===== src/rtl/pll_reset_sequencer.sv =====
// rtl/pll_reset_sequencer.sv - PLL lock qualification, staged reset release and 2 MHz tick
module pll_reset_sequencer #(
    parameter int SYNC_STAGES = 2,
    parameter int LOCK_STABLE = 1024,
    parameter int STAGE_DELAY = 16,
    parameter int TICK_DIV    = 50
) (
    input  logic       clk_100MHz,
    input  logic       rst_n,
    input  logic       pll_locked,
    output logic       core_rst_n,
    output logic       dsp_rst_n,
    output logic       sys_ready,
    output logic       tick_2MHz,
    output logic [7:0] lock_loss_count
);

    localparam int CNT_MAX = (LOCK_STABLE > STAGE_DELAY) ? LOCK_STABLE : STAGE_DELAY;
    localparam int CNT_W   = (CNT_MAX > 1) ? $clog2(CNT_MAX) : 1;
    localparam int DIV_W   = (TICK_DIV > 1) ? $clog2(TICK_DIV) : 1;

    localparam logic [CNT_W-1:0] STAB_LAST  = CNT_W'(LOCK_STABLE - 1);
    localparam logic [CNT_W-1:0] STAGE_LAST = CNT_W'(STAGE_DELAY - 1);
    localparam logic [DIV_W-1:0] DIV_LAST   = DIV_W'(TICK_DIV - 1);

    generate
        if (SYNC_STAGES < 2 || LOCK_STABLE < 1 || STAGE_DELAY < 1 || TICK_DIV < 1) begin : g_bad_param
            $error("pll_reset_sequencer: illegal parameter value");
        end
    endgenerate

    typedef enum logic [2:0] {
        WAIT_LOCK,
        STABILIZE,
        CORE_UP,
        DSP_UP,
        RUN
    } state_t;

    state_t                 state_q, state_d;
    logic [SYNC_STAGES-1:0] sync_q;
    logic [CNT_W-1:0]       cnt_q, cnt_d;
    logic [DIV_W-1:0]       div_q, div_d;
    logic [7:0]             loss_q, loss_d;
    logic                   core_q, core_d;
    logic                   dsp_q, dsp_d;
    logic                   ready_q, ready_d;
    logic                   tick_q, tick_d;
    logic                   lock_sync;

    assign lock_sync = sync_q[SYNC_STAGES-1];

    always_comb begin
        state_d = state_q;
        cnt_d   = cnt_q;
        div_d   = '0;
        loss_d  = loss_q;
        // Lock loss outranks every terminal count, so it is decoded first.
        if (state_q != WAIT_LOCK && !lock_sync) begin
            state_d = WAIT_LOCK;
            cnt_d   = '0;
            if (state_q != STABILIZE && loss_q != 8'hFF) begin
                loss_d = loss_q + 8'd1;
            end
        end else begin
            case (state_q)
                WAIT_LOCK: begin
                    cnt_d = '0;
                    if (lock_sync) begin
                        state_d = STABILIZE;
                    end
                end
                STABILIZE: begin
                    if (cnt_q == STAB_LAST) begin
                        state_d = CORE_UP;
                        cnt_d   = '0;
                    end else begin
                        cnt_d = cnt_q + 1'b1;
                    end
                end
                CORE_UP: begin
                    if (cnt_q == STAGE_LAST) begin
                        state_d = DSP_UP;
                        cnt_d   = '0;
                    end else begin
                        cnt_d = cnt_q + 1'b1;
                    end
                end
                DSP_UP: begin
                    if (cnt_q == STAGE_LAST) begin
                        state_d = RUN;
                        cnt_d   = '0;
                    end else begin
                        cnt_d = cnt_q + 1'b1;
                    end
                end
                RUN: begin
                    div_d = (div_q == DIV_LAST) ? '0 : div_q + 1'b1;
                end
                default: begin
                    state_d = WAIT_LOCK;
                    cnt_d   = '0;
                end
            endcase
        end
    end

    // Outputs are decoded from the next state so they change on the same edge as the state.
    always_comb begin
        core_d  = (state_d == CORE_UP) || (state_d == DSP_UP) || (state_d == RUN);
        dsp_d   = (state_d == DSP_UP) || (state_d == RUN);
        ready_d = (state_d == RUN);
        tick_d  = (state_q == RUN) && (state_d == RUN) && (div_q == DIV_LAST);
    end

    always_ff @(posedge clk_100MHz or negedge rst_n) begin
        if (!rst_n) begin
            sync_q  <= '0;
            state_q <= WAIT_LOCK;
            cnt_q   <= '0;
            div_q   <= '0;
            loss_q  <= '0;
            core_q  <= 1'b0;
            dsp_q   <= 1'b0;
            ready_q <= 1'b0;
            tick_q  <= 1'b0;
        end else begin
            sync_q  <= {sync_q[SYNC_STAGES-2:0], pll_locked};
            state_q <= state_d;
            cnt_q   <= cnt_d;
            div_q   <= div_d;
            loss_q  <= loss_d;
            core_q  <= core_d;
            dsp_q   <= dsp_d;
            ready_q <= ready_d;
            tick_q  <= tick_d;
        end
    end

    assign core_rst_n      = core_q;
    assign dsp_rst_n       = dsp_q;
    assign sys_ready       = ready_q;
    assign tick_2MHz       = tick_q;
    assign lock_loss_count = loss_q;

endmodule


===== config.mk =====
export PLATFORM = sky130hd
export DESIGN_NAME = pll_reset_sequencer
export DESIGN_NICKNAME = d
export VERILOG_FILES = /design/src/rtl/pll_reset_sequencer.sv
export SDC_FILE = /design/constraint.sdc
export NUM_CORES = 1
export LEC_CHECK = 0
export ABC_AREA = 1
export CAP_MARGIN = 20
export CORE_ASPECT_RATIO = 0.75
export CORE_MARGIN = 1.5
export CORE_UTILIZATION = 49
export CTS_BUF_LIST = sky130_fd_sc_hd__clkbuf_4
export DETAILED_ROUTE_END_ITERATION = 6
export PLACE_DENSITY = 0.68
export SYNTH_ARGS = -nofsm -noshare
export SYNTH_HDL_FRONTEND = slang
export SYNTH_SLANG_ARGS = --single-unit

===== constraint.sdc =====
create_clock -name clk_100MHz -period 1.7 [get_ports clk_100MHz]
set_input_delay 0.34 -clock clk_100MHz [delete_from_list [all_inputs] [get_ports clk_100MHz]]
set_output_delay 0.34 -clock clk_100MHz [all_outputs]
set_load 0.02 [all_outputs]

==> key figures <==
Status
  • Status: completed

STA
  • RSZ-0062 raised after global routing: no
  • Tmin final: between 1.5 and 2 ns
  • Total count of hold-check failures in the final report: 0
  • Slew Limit Headroom: 71.2%
  • Final TNS setup: 0 ns
  • Crit share post-route: 95.0%
  • Worst Skew: 0.0113 ns
  • Final setup margin: 0.0853 ns
  • Worst Tran Pin Value: 0.429 ns
  • FMAX: about 0.62 GHz
  • Slew Limit Fails: 0
  • Final setup fails: 0

Critical path
  • Crit-path cells: clkdlybuf4s50_1
  • End point of the critical path: sys_ready
  • Worst r2r src: cnt_q[0]
  • Crit path buffers/inverters: 1
  • Instance count on the critical path: 1
  • CP Capture Type: output pin
  • CP max FO: 1
  • Crit path max-delay family: buffers and inverters
  • Worst Setup Start Kind: register
  • Worst Path Required: ~1.4 ns
  • Reg-to-Reg End: cnt_q[0]
  • Worst setup path start: sys_ready
  • FF-to-FF setup slack: approximately 0.15 ns
  • Critical path's largest stage delay: 0.60 ns
  • Worst R2R Path Depth: 8
  • Slowest cell on the critical path: clkdlybuf4s50_1
  • CP Class: reg -> out
  • Crit path DAT: 1.27 ns

Detailed routing
  • Post-Route WL: 2960 um
  • DRC viols: 0
  • Routed wire per std cell: between 10 and 15 um
  • Initial DRC Count: between 70 and 80
  • Antenna Nets Post-Route: 0
  • Routed vias/inst: approximately 4.9
  • Vias: around 1,300
  • First-pass DRT Iterations: 4

Global routing
  • Vias in the first global route: 1,104
  • GRT Residual Overflow: 0
  • Largest net degree at the start of global routing: 34
  • First-pass GRT wire length: 4920 um
  • Initial antenna violation count: 0
  • GRT Total Usage: between 10% and 20%

Placement
  • DP Worst Slack: approximately 0.16 ns
  • GPL Wtd Cong: 0.794
  • Port bufs: 14
  • Hpwl dp: approximately 2200 um
  • Area post-placement: 1860 um^2

Clocking
  • Worst-path clk slew: 0.09 ns
  • # H-tree levels: 2
  • CTS Buf Count: 5
  • Clk Tree Root Cell: clkbuf_4
  • CTS Hold Bufs: 0
  • Setup bufs post-CTS: 0
  • CTS tree: built
  • Clock Latency Late Sink: 0.34 ns
  • Total clock sinks: 33
  • Worst-case clock buffer depth: 2

Synthesis
  • Yosys top cell area share: between 40% and 50%
  • Sequential-to-total area share from yosys stat: about 49%
  • Mapped Avg Cell Area: ~8.5 um^2
  • Synth Instances: 196
  • Top cells by area, synth: dfrtp_1 49%, nand2_1 11%, inv_1 4.9%
  • Synth Warn #: 0
  • Largest area contributor in the netlist: dfrtp_1
  • FF+latch count, synth: 33
  • Post-Syn Nets: 203
  • Netlist Area Pre-Place: 1670 um^2
  • Netlist cell types: 26

Floorplanning
  • Area of the core: between 3000 and 4000 um^2
  • Die width: 70.4 um
  • DIE AREA: 3770 um^2
  • Starting density of the core: between 50% and 60%
  • I/O Pins: 15
  • Die H: 53.6 um
  • # rows: 18

Pwr
  • Switching Share: 27.8%
  • Power share of the sequential group: slightly below 60%
  • Comb pwr share: 12.4%
  • Clock share of power: 29.2%
  • P_sw: 396 uW
  • Max VDD drop: 0.000534 V
  • P_leak: 0.975 nW
  • Internal power: 1.03 mW
  • Power per cell area: roughly 740 nW/um^2

Finish
  • Multi-input gate area: 738 um^2
  • Design area: 1910 um^2
  • Most frequent cells in the layout: 49 x nand2_1, 33 x dfrtp_1, 22 x inv_1
  • Filler instances: 297
  • Register Area: about 830 um^2
  • Commonest non-fill, non-tap cell in the layout: nand2_1
  • Layout area overhead: 14.2%
  • # diodes: 0
  • Final net count: about 220
  • Layout cell share with drive strength beyond 1: 11.5%

Flow run
  • Max-Cap Viols: 0

Min path
  • Hold Path Class: reg -> reg
[worst min path at each step]
stage                    from        end  slack [ns]  depth (start not counted)
floorplan               rst_n   cnt_q[0]        0.04                          0
global placement    sync_q[0]  sync_q[1]        0.33                          0
detailed placement  sync_q[0]  sync_q[1]        0.34                          0
CTS                 sync_q[0]  sync_q[1]        0.36                          0
global route        sync_q[0]  sync_q[1]        0.38                          0
finish              sync_q[0]  sync_q[1]        0.36                          0
[flip-flops by register name, summed over array words and instances, names as in the netlist]
name,flops
core_rst_n,1
cnt_q,10
dsp_rst_n,1
sync_q,2
lock_loss_count,8
sys_ready,1
state_q,3
tick_2MHz,1
div_q,6
[kinds of logic after synthesis]
logic type | share of synthesized area, %
compound gates | 7.19
flops | 49.4
xor+xnor | 5.24
mux | 0.599
buf+inv | 6.74
fa+ha+maj | 2.99
simple gates | 27.8
[power by group through the flow]
stage | Sequential, mW | Combinational, mW | Clock (mW)
final | 0.830 | 0.177 | 0.415
after global routing | 0.834 | 0.205 | 0.468
after CTS | 0.830 | 0.169 | 0.432
after detailed placement | 0.845 | 0.168 | 0
after global placement | 0.844 | 0.166 | 0
after floorplan | 0.841 | 0.122 | 0
[final cells by class]
type | count | area share (%)
timing repair buffer | 16 | 7.80
multi-input combinational | 135 | 38.7
inverter | 26 | 5.11
clock inverter | 1 | 0.197
sequential | 33 | 43.3
clock buffer | 6 | 2.36
tap | 40 | 2.62
[per-layer routing]
metal | up-vias | global-route usage, % | wire (um)
li1 | 660 | - | -
met5 | - | 0 | 0
met2 | 22 | 24.5 | 1190
met1 | 565 | 24.5 | 1560
met4 | 0 | 9.62 | 55
met3 | 8 | 5.06 | 151
[metrics by stage]
step                      total power, mW  instances  hold slack (ns)  utilization [%]
final                                1.42        257            0.356             58.5
after global routing                 1.51        257            0.380             58.5
after CTS                            1.43        257            0.358             58.2
after detailed placement             1.01        250            0.337             57.0
after global placement               1.01        250            0.333             57.0
after floorplan                     0.963        196           0.0444                -
[cells in the mapped netlist]
| library cell | instances |
|---|---|
| a21oi_1 | 10 |
| buf_6 | 1 |
| clkbuf_1 | 1 |
| clkinv_1 | 1 |
| dfrtp_1 | 33 |
| ha_1 | 4 |
| inv_1 | 22 |
| inv_2 | 3 |
| mux2i_1 | 1 |
| nand2_1 | 49 |
| nand2_2 | 2 |
| nand3_1 | 9 |
| nand3_2 | 3 |
| nand3b_1 | 3 |
| nand4_1 | 3 |
| nand4_2 | 1 |
| nor2_1 | 20 |
| nor2_2 | 3 |
| nor2_4 | 1 |
| nor3_1 | 4 |
| nor3b_1 | 2 |
| o21ai_0 | 4 |
| o21ai_2 | 4 |
| o21bai_1 | 2 |
| xnor2_1 | 2 |
| xor2_1 | 8 |
[repair_timing]
action                     in CTS  in global routing
pin swaps                       0                  0
hold endpoints to repair        0                  0
setup endpoints to repair       7                  2
gates cloned                    0                  0
resized for setup               7                  2
Note: power is estimated with default switching activity, not from simulation.
